## src/rtl/unidade_controle_if.sv

```systemverilog
// Instruction fetch channel between the control unit and the instruction source.
interface unidade_controle_if;
   logic [11:0] pc;
   logic        instr_ready;
   logic        instr_valid;
   logic [15:0] instr;

   modport master (output pc, output instr_ready, input instr_valid, input instr);
   modport slave  (input pc, input instr_ready, output instr_valid, output instr);
endinterface

```

## src/rtl/unidade_controle.sv

```systemverilog
// Multi-cycle accumulator control unit: FETCH/DECODE/EXEC/WRITE/HALT, one instruction retired before the next fetch.
// Latency per instruction: ALU 2+EXEC_CYCLES, LOAD 2, others 1; instr_ready is only high in FETCH.
module unidade_controle #(
   parameter int EXEC_CYCLES = 1
) (
   input  logic                      clk,
   input  logic                      rst_n,
   unidade_controle_if.master        fetch,
   output logic [15:0]               imm,
   output logic                      mbr_load,
   output logic [3:0]                ula_sel,
   output logic                      ula_re,
   input  logic                      flagz,
   input  logic                      flagn,
   output logic                      ac_sel,
   output logic                      ac_load,
   output logic                      zf,
   output logic                      nf,
   output logic                      halted,
   output logic                      div_err,
   output logic                      ill_op
);

   localparam logic [3:0] OP_LOAD = 4'h1;
   localparam logic [3:0] OP_ADD  = 4'h2;
   localparam logic [3:0] OP_DIV  = 4'h5;
   localparam logic [3:0] OP_NOT  = 4'h8;
   localparam logic [3:0] OP_JZ   = 4'h9;
   localparam logic [3:0] OP_JN   = 4'hA;
   localparam logic [3:0] OP_JMP  = 4'hB;
   localparam logic [3:0] OP_HALT = 4'hF;
   localparam logic [3:0] CNT_LAST = 4'(EXEC_CYCLES - 1);

   typedef enum logic [2:0] {FETCH, DECODE, EXEC, WRITE, HALT} state_t;

   state_t      state, state_nxt;
   logic [11:0] pc;
   logic [15:0] ir;
   logic [3:0]  cnt;
   logic [3:0]  opcode;
   logic [11:0] operand;
   logic        is_alu, is_load, is_rsv, div_zero, jump_taken, exec_done, accept, rdy;

   assign opcode     = ir[15:12];
   assign operand    = ir[11:0];
   assign imm        = {{4{ir[11]}}, ir[11:0]};
   assign is_alu     = opcode inside {[OP_ADD:OP_NOT]};
   assign is_load    = (opcode == OP_LOAD);
   assign is_rsv     = opcode inside {[4'hC:4'hE]};
   assign div_zero   = (opcode == OP_DIV) && (operand == 12'h000);
   // Branches look at the flags latched by earlier instructions only.
   assign jump_taken = ((opcode == OP_JZ) && zf) || ((opcode == OP_JN) && nf) || (opcode == OP_JMP);
   assign exec_done  = (cnt == CNT_LAST);
   assign accept     = rdy && fetch.instr_valid;
   assign halted     = (state == HALT);
   assign fetch.pc   = pc;
   assign fetch.instr_ready = rdy;

   always_ff @(posedge clk) begin
      if (!rst_n) state <= FETCH;
      else        state <= state_nxt;
   end

   always_comb begin
      state_nxt = state;
      rdy       = 1'b0;
      mbr_load  = 1'b0;
      ula_sel   = 4'h0;
      ula_re    = 1'b0;
      ac_sel    = 1'b0;
      ac_load   = 1'b0;
      case (state)
         FETCH: begin
            rdy = 1'b1;
            if (fetch.instr_valid) state_nxt = DECODE;
         end
         DECODE: begin
            mbr_load = is_alu || is_load;
            if (is_alu)                 state_nxt = div_zero ? FETCH : EXEC;
            else if (is_load)           state_nxt = WRITE;
            else if (opcode == OP_HALT) state_nxt = HALT;
            else                        state_nxt = FETCH;
         end
         EXEC: begin
            ula_sel = opcode;
            ula_re  = 1'b1;
            if (exec_done) state_nxt = WRITE;
         end
         WRITE: begin
            if (is_alu) begin
               ula_sel = opcode;
               ula_re  = 1'b1;
            end else begin
               ac_sel  = 1'b1;
            end
            ac_load   = 1'b1;
            state_nxt = FETCH;
         end
         HALT:    state_nxt = HALT;
         default: state_nxt = FETCH;
      endcase
   end

   always_ff @(posedge clk) begin
      if (!rst_n) begin
         pc      <= 12'h000;
         ir      <= 16'h0000;
         cnt     <= 4'h0;
         zf      <= 1'b1;
         nf      <= 1'b0;
         div_err <= 1'b0;
         ill_op  <= 1'b0;
      end else begin
         case (state)
            FETCH: begin
               if (accept) begin
                  ir <= fetch.instr;
                  pc <= pc + 12'd1;
               end
            end
            DECODE: begin
               if (is_alu && div_zero) div_err <= 1'b1;
               if (is_rsv)             ill_op  <= 1'b1;
               if (jump_taken)         pc      <= operand;
            end
            EXEC: cnt <= exec_done ? 4'h0 : cnt + 4'd1;
            WRITE: begin
               if (is_load) begin
                  zf <= (imm == 16'h0000);
                  nf <= imm[15];
               end else begin
                  zf <= flagz;
                  nf <= flagn;
               end
            end
            default: ;
         endcase
      end
   end

endmodule
```

## src/flat_wrapper.sv

```systemverilog
// flat-port wrapper written by rule: the top's interface ports become plain ports
module unidade_controle_flat 
#(
   parameter int EXEC_CYCLES = 1
)
  (clk, rst_n, imm, mbr_load, ula_sel, ula_re, flagz, flagn, ac_sel, ac_load, zf, nf, halted, div_err, ill_op, fetch_pc, fetch_instr_ready, fetch_instr_valid, fetch_instr);
  unidade_controle_if fetch_i ();
  input  logic clk;
  input  logic rst_n;
  output logic [15:0] imm;
  output logic mbr_load;
  output logic [3:0] ula_sel;
  output logic ula_re;
  input  logic flagz;
  input  logic flagn;
  output logic ac_sel;
  output logic ac_load;
  output logic zf;
  output logic nf;
  output logic halted;
  output logic div_err;
  output logic ill_op;
  output wire logic [$bits(fetch_i.pc)-1:0] fetch_pc;
  output wire logic [$bits(fetch_i.instr_ready)-1:0] fetch_instr_ready;
  input wire logic [$bits(fetch_i.instr_valid)-1:0] fetch_instr_valid;
  input wire logic [$bits(fetch_i.instr)-1:0] fetch_instr;
  assign fetch_pc = fetch_i.pc;
  assign fetch_instr_ready = fetch_i.instr_ready;
  assign fetch_i.instr_valid = fetch_instr_valid;
  assign fetch_i.instr = fetch_instr;
  unidade_controle #(.EXEC_CYCLES(EXEC_CYCLES)) u_core (.clk(clk), .rst_n(rst_n), .fetch(fetch_i), .imm(imm), .mbr_load(mbr_load), .ula_sel(ula_sel), .ula_re(ula_re), .flagz(flagz), .flagn(flagn), .ac_sel(ac_sel), .ac_load(ac_load), .zf(zf), .nf(nf), .halted(halted), .div_err(div_err), .ill_op(ill_op));
endmodule
```

## config.mk

```make
export PLATFORM = sky130hd
export DESIGN_NAME = unidade_controle_flat
export DESIGN_NICKNAME = d
export VERILOG_FILES = /design/src/rtl/unidade_controle_if.sv /design/src/rtl/unidade_controle.sv /design/src/flat_wrapper.sv
export SDC_FILE = /design/constraint.sdc
export NUM_CORES = 1
export LEC_CHECK = 0
export CAP_MARGIN = 20
export CORE_MARGIN = 2
export CORE_UTILIZATION = 51
export DETAILED_ROUTE_END_ITERATION = 16
export MAX_ROUTING_LAYER = met4
export PLACE_DENSITY_LB_ADDON = 0.25
export SLEW_MARGIN = 20
export SYNTH_ARGS = -nofsm -noshare
export SYNTH_HDL_FRONTEND = slang
export SYNTH_SLANG_ARGS = --single-unit
```

## constraint.sdc

```tcl
create_clock -name clk -period 2.4 [get_ports clk]
set_input_delay 0.36 -clock clk [delete_from_list [all_inputs] [get_ports clk]]
set_output_delay 0.36 -clock clk [all_outputs]
set_load 0.02 [all_outputs]
```

After elaboration in Yosys (flattened, before gate mapping)

Cells that the tools add are included.
W data, S select, Z words.

Input bits: 21
Register bits: 39
Output and inout bits: 42

$lt $le $gt $ge: 4
Muxes and demuxes: 22
Reduce and logical (&&, ||, !) cells: 20
Equal/unequal tests: 14
$add $sub $neg: 2

Operators with widths:

| operator                | number |
|---|---|
| $mux W12                | 2 |
| $pmux W12 S2            | 1 |
| $eq A4 B4 Y1 const B    | 4 |
| $logic_not A16 Y1       | 1 |
| $mux W3                 | 5 |
| $add A12 B1 Y12 const B | 1 |
| $logic_not A12 Y1       | 1 |
| $pmux W3 S4             | 1 |
| $le A4 B4 Y1 const B    | 2 |
| $mux W1                 | 8 |
| $mux W4                 | 2 |
| $pmux W4 S2             | 1 |
| $reduce_and A2 Y1       | 4 |
| $logic_and A1 B1 Y1     | 7 |
| $eq A3 B2 Y1 const B    | 2 |
| $ne A2 B1 Y1 const B    | 3 |
| $add A4 B1 Y4 const B   | 1 |
| $eq A4 B1 Y1 const B    | 1 |
| $eq A4 B3 Y1 const B    | 1 |
| $ge A4 B2 Y1 const B    | 1 |
| $ge A4 B4 Y1 const B    | 1 |
| $logic_not A4 Y1        | 1 |
| $eq A3 B1 Y1 const B    | 1 |
| $eq A3 B3 Y1 const B    | 1 |
| other kinds (7)         | 9 |

Longest topological paths before layout

Depth after elaboration: 6
Gate-level depth with buffers: 6

Least setup slack after synthesis

No wires, ideal clock.

Path type: reg2out
Start point: register u_core.ir[14]
End point: output ula_sel[0]
Slack: 570 ps
Path buffers: 1
Stages on the path, launching flop included: 6
Data arrival time: 1,470 ps
Required time: 2,040 ps
Cells stage by stage: dfxtp_1 > clkbuf_1 > or3_1 > a21oi_1 > a21oi_1 > nor2b_1

Cells in the longest elaborated chain, start to end: 4

Ends and longest elaborated chain:

| what                                         | line                    | source |
|---|---|---|
| start, declared                              | unidade_controle.sv:38  | `logic [15:0] ir;` |
| start signal, assigned                       | unidade_controle.sv:117 | `ir <= fetch.instr;` |
| $ge A4 B2 Y1 or $le A4 B4 Y1 (tied branches) | unidade_controle.sv:47  | `assign is_alu = opcode inside {[OP_ADD:OP_NOT]};` |
| $logic_and A1 B1 Y1 (*)                      | unidade_controle.sv:47  |  |
| $mux W4 (*)                                  | unidade_controle.sv:90  | `if (is_alu) begin` |
| $pmux W4 S2 (*)                              | unidade_controle.sv:72  | `case (state)` |
| end, declared                                | flat_wrapper.sv:12      | `output logic [3:0] ula_sel;` |

Every way passes the cells marked *; elsewhere a longest branch is shown, timed or not.

Worst setup path in the final report

Start point: register u_core.ir[12]
End point: output ac_sel

Cells in the longest elaborated chain, start to end: 4

Ends and longest elaborated chain:

| what                                         | line                   | source |
|---|---|---|
| $ge A4 B2 Y1 or $le A4 B4 Y1 (tied branches) | unidade_controle.sv:47 |  |
| $logic_and A1 B1 Y1 (*)                      | unidade_controle.sv:47 |  |
| $mux W1 (*)                                  | unidade_controle.sv:90 |  |
| $mux W1 (*)                                  | unidade_controle.sv:72 |  |
| end, declared                                | flat_wrapper.sv:16     | `output logic ac_sel;` |

Marks and branches as above.

==> reports/metrics.csv <==
stage;metric;value;unit
global_route;GRT Residual Overflow;0;
cts;Clock Latency Late Sink;300;ps
yosys;syn nets;301;
pwr;PwrDens;568;nW/um^2
global_route;pin count of the biggest net entering global routing;25;
yosys;Yosys reg bits;39;
place;HPWL Detailed;4050;um
drt;via count;2284;
floorplanning;core footprint;4060;sq um
pwr;Leak;1.02;nW
global_route;initial antenna violation count;0;
worst_setup_path;critical path class;reg2out;
cts;H-tree depth;2;
timing;post-route clock skew;5.04;ps
pwr;Peak VDD IR;364;uV
finish;layout cells sized above 1;9.48;%
timing;min Tclk post-route;2280;ps
timing;TNS Setup;0;ps
place;GP Congestion;0.948;
cts;CTS tree;done;
timing;final period utilization;95.0;%
timing;Rel. slew slack;65.6;%
cts;CTS Buf Count;5;
cts;CTS root buf;clkbuf_8;
finish;Layout Utilization;71.1;%
timing;highest clock rate;439;MHz
cts;Post-CTS Hold Buffers;0;
floorplanning;DIE WIDTH;69.5;um
finish;NumNets Final;350;
floorplanning;I/O pins;63;
yosys;Post-synth EDFFs;0;
timing;Final Hold Vio Count;0;
yosys;Distinct cells, synth;54;
timing;worst slew pin tran;510;ps
global_route;All-Layer GR Usage;25.9;%
yosys;biggest area consumer among synthesized cells;dfxtp_1;
yosys;synthesized netlist cell count;277;
drt;DRT Pass-1 Iters;4;
global_route;vias in the first global route;2071;
worst_setup_path;Worst Path Required;2040;ps
yosys;sequential area share after synthesis;35.7;%
cts;CTS Sinks;39;
worst_setup_path;crit path capture type;primary output;
worst_setup_path;Arr. time, crit path;1920;ps
cts;Reg clk slew, reported paths;80;ps
yosys;Commonest cells post-synth;nand2_1 (52), dfxtp_1 (39), a21oi_1 (29), buf_4 (17), nor2_1 (15);
yosys;synth top area cells;dfxtp_1 (36%), nand2_1 (8.9%), a21oi_1 (6.6%), buf_4 (5.8%), nor2_1 (2.6%);
cts;clock buffer depth;2;
floorplanning;Vert. Die Dim;69.5;um
yosys;Top FF cell, synth;dfxtp_1;
drt;DRC viols;0;
yosys;Syn Area/Cell;7.90;sq um
finish;n_diodes;0;
drt;Avg WL per Cell;15.7;um
drt;DRT Wirelength;5910;um
place;# port buffers;62;
cts;quantity of gates resized following cts;6;
timing;final setup fails;0;
yosys;ys async rst share;0;%
drt;initial detailed-routing violation count;269;
yosys;synthesized cell area;2190;sq um
flow_run;Max Cap Viol;0;
pwr;Power Total;0.00164;W
worst_setup_path;CP Launch Type;register;
yosys;most frequent cell after synthesis;nand2_1;
timing;unrepaired setup endpoints after global routing;no;
yosys;Synthesis Warnings;0;
floorplanning;FP Rows;23;
drt;Via density;6.06;
timing;Max Slew Vio Count;0;
drt;ANT nets after route;0;
global_route;first-pass GRT wire length;10000;um
worst_setup_path;CP max FO;4;
yosys;area share of the largest cell type after synthesis;35.7;%
worst_hold_path;min-delay worst type;reg2reg;
cts;Post-CTS Setup Bufs;0;
finish;Area Overhead vs Synth;32.0;%
outcome;outcome;complete, no violations;
floorplanning;DIE AREA;4830;sq um
floorplanning;Initial Util;53.9;%
## cell type report
type	instances	area, sq um
flip-flops and latches	39	782
clock inverters	2	35.0
well taps	50	62.6
multi-input cells	195	1170
clock buffers	6	82.6
fillers	330	1170
inverters	9	33.8
repair buffers	76	721
## power breakdown
group / internal [W] / switching [W]
combinational: 0.000158 / 0.000193
clock: 0.000336 / 0.000236
sequential: 0.000677 / 0.0000391
## metal layers
layer	track usage [%]	routed length (um)
met2	38.7	2730
met4	9.80	136
met5	-	0
met3	6.40	495
met1	33.8	2550
## path summary, 6_finish.rpt
path,start,end,cells after the start,slack (ps)
worst max-delay path,u_core.ir[12],ac_sel,4,120
worst min-delay path,u_core.div_err,u_core.div_err,1,490
worst max register to register,u_core.state[2],u_core.fetch.pc[7],5,420
worst min register to register,u_core.div_err,u_core.div_err,1,490
## placed cells by master, fill, tap and decap left out, drive strengths merged, types with 6 or more instances in the layout
| cell type | count |
|---|---|
| a21oi | 29 |
| buf | 14 |
| clkbuf | 6 |
| clkdlybuf4s50 | 58 |
| dfxtp | 39 |
| inv | 8 |
| nand2 | 52 |
| nand3 | 9 |
| nor2 | 15 |
| nor3 | 7 |
## critical path, cell delays in order (launching register included)
cell	delay, ps
dfxtp_1	310
or3_1	420
a21oi_2	270
nor2_1	70
clkdlybuf4s50_1	540
## registers in the layout (all words and copies together) (netlist names)
| signal | flops |
|---|---|
| u_core.cnt | 4 |
| u_core.div_err | 1 |
| u_core.fetch.pc | 12 |
| u_core.ill_op | 1 |
| u_core.ir | 16 |
| u_core.nf | 1 |
| u_core.state | 3 |
| u_core.zf | 1 |
## per-stage QoR
| step | setup slack [ps] | cells | cell area (sq um) | hold slack [ps] |
|---|---|---|---|---|
| floorplan | 570 | 277 | 2190 | 462 |
| global placement | 234 | 369 | 2770 | 450 |
| detailed placement | 128 | 369 | 2770 | 452 |
| CTS | 126 | 377 | 2890 | 482 |
| global route | 60.3 | 377 | 2890 | 518 |
| finish | 121 | 377 | 2890 | 486 |
## kinds of logic (layout without fill, tap and decap cells)
group	count (synthesis)	after routing	synth area share, %
flip-flops	39	39	35.7
adder cells (fa/ha/maj)	3	3	1.72
AO/OA/AOI/OAI	70	70	22.2
XOR/XNOR	1	1	0.401
buffers and inverters	43	93	11.0
AND/OR/NAND/NOR	120	120	28.5
multiplexers	1	1	0.458
No activity file was read; power rests on OpenSTA's default activity.
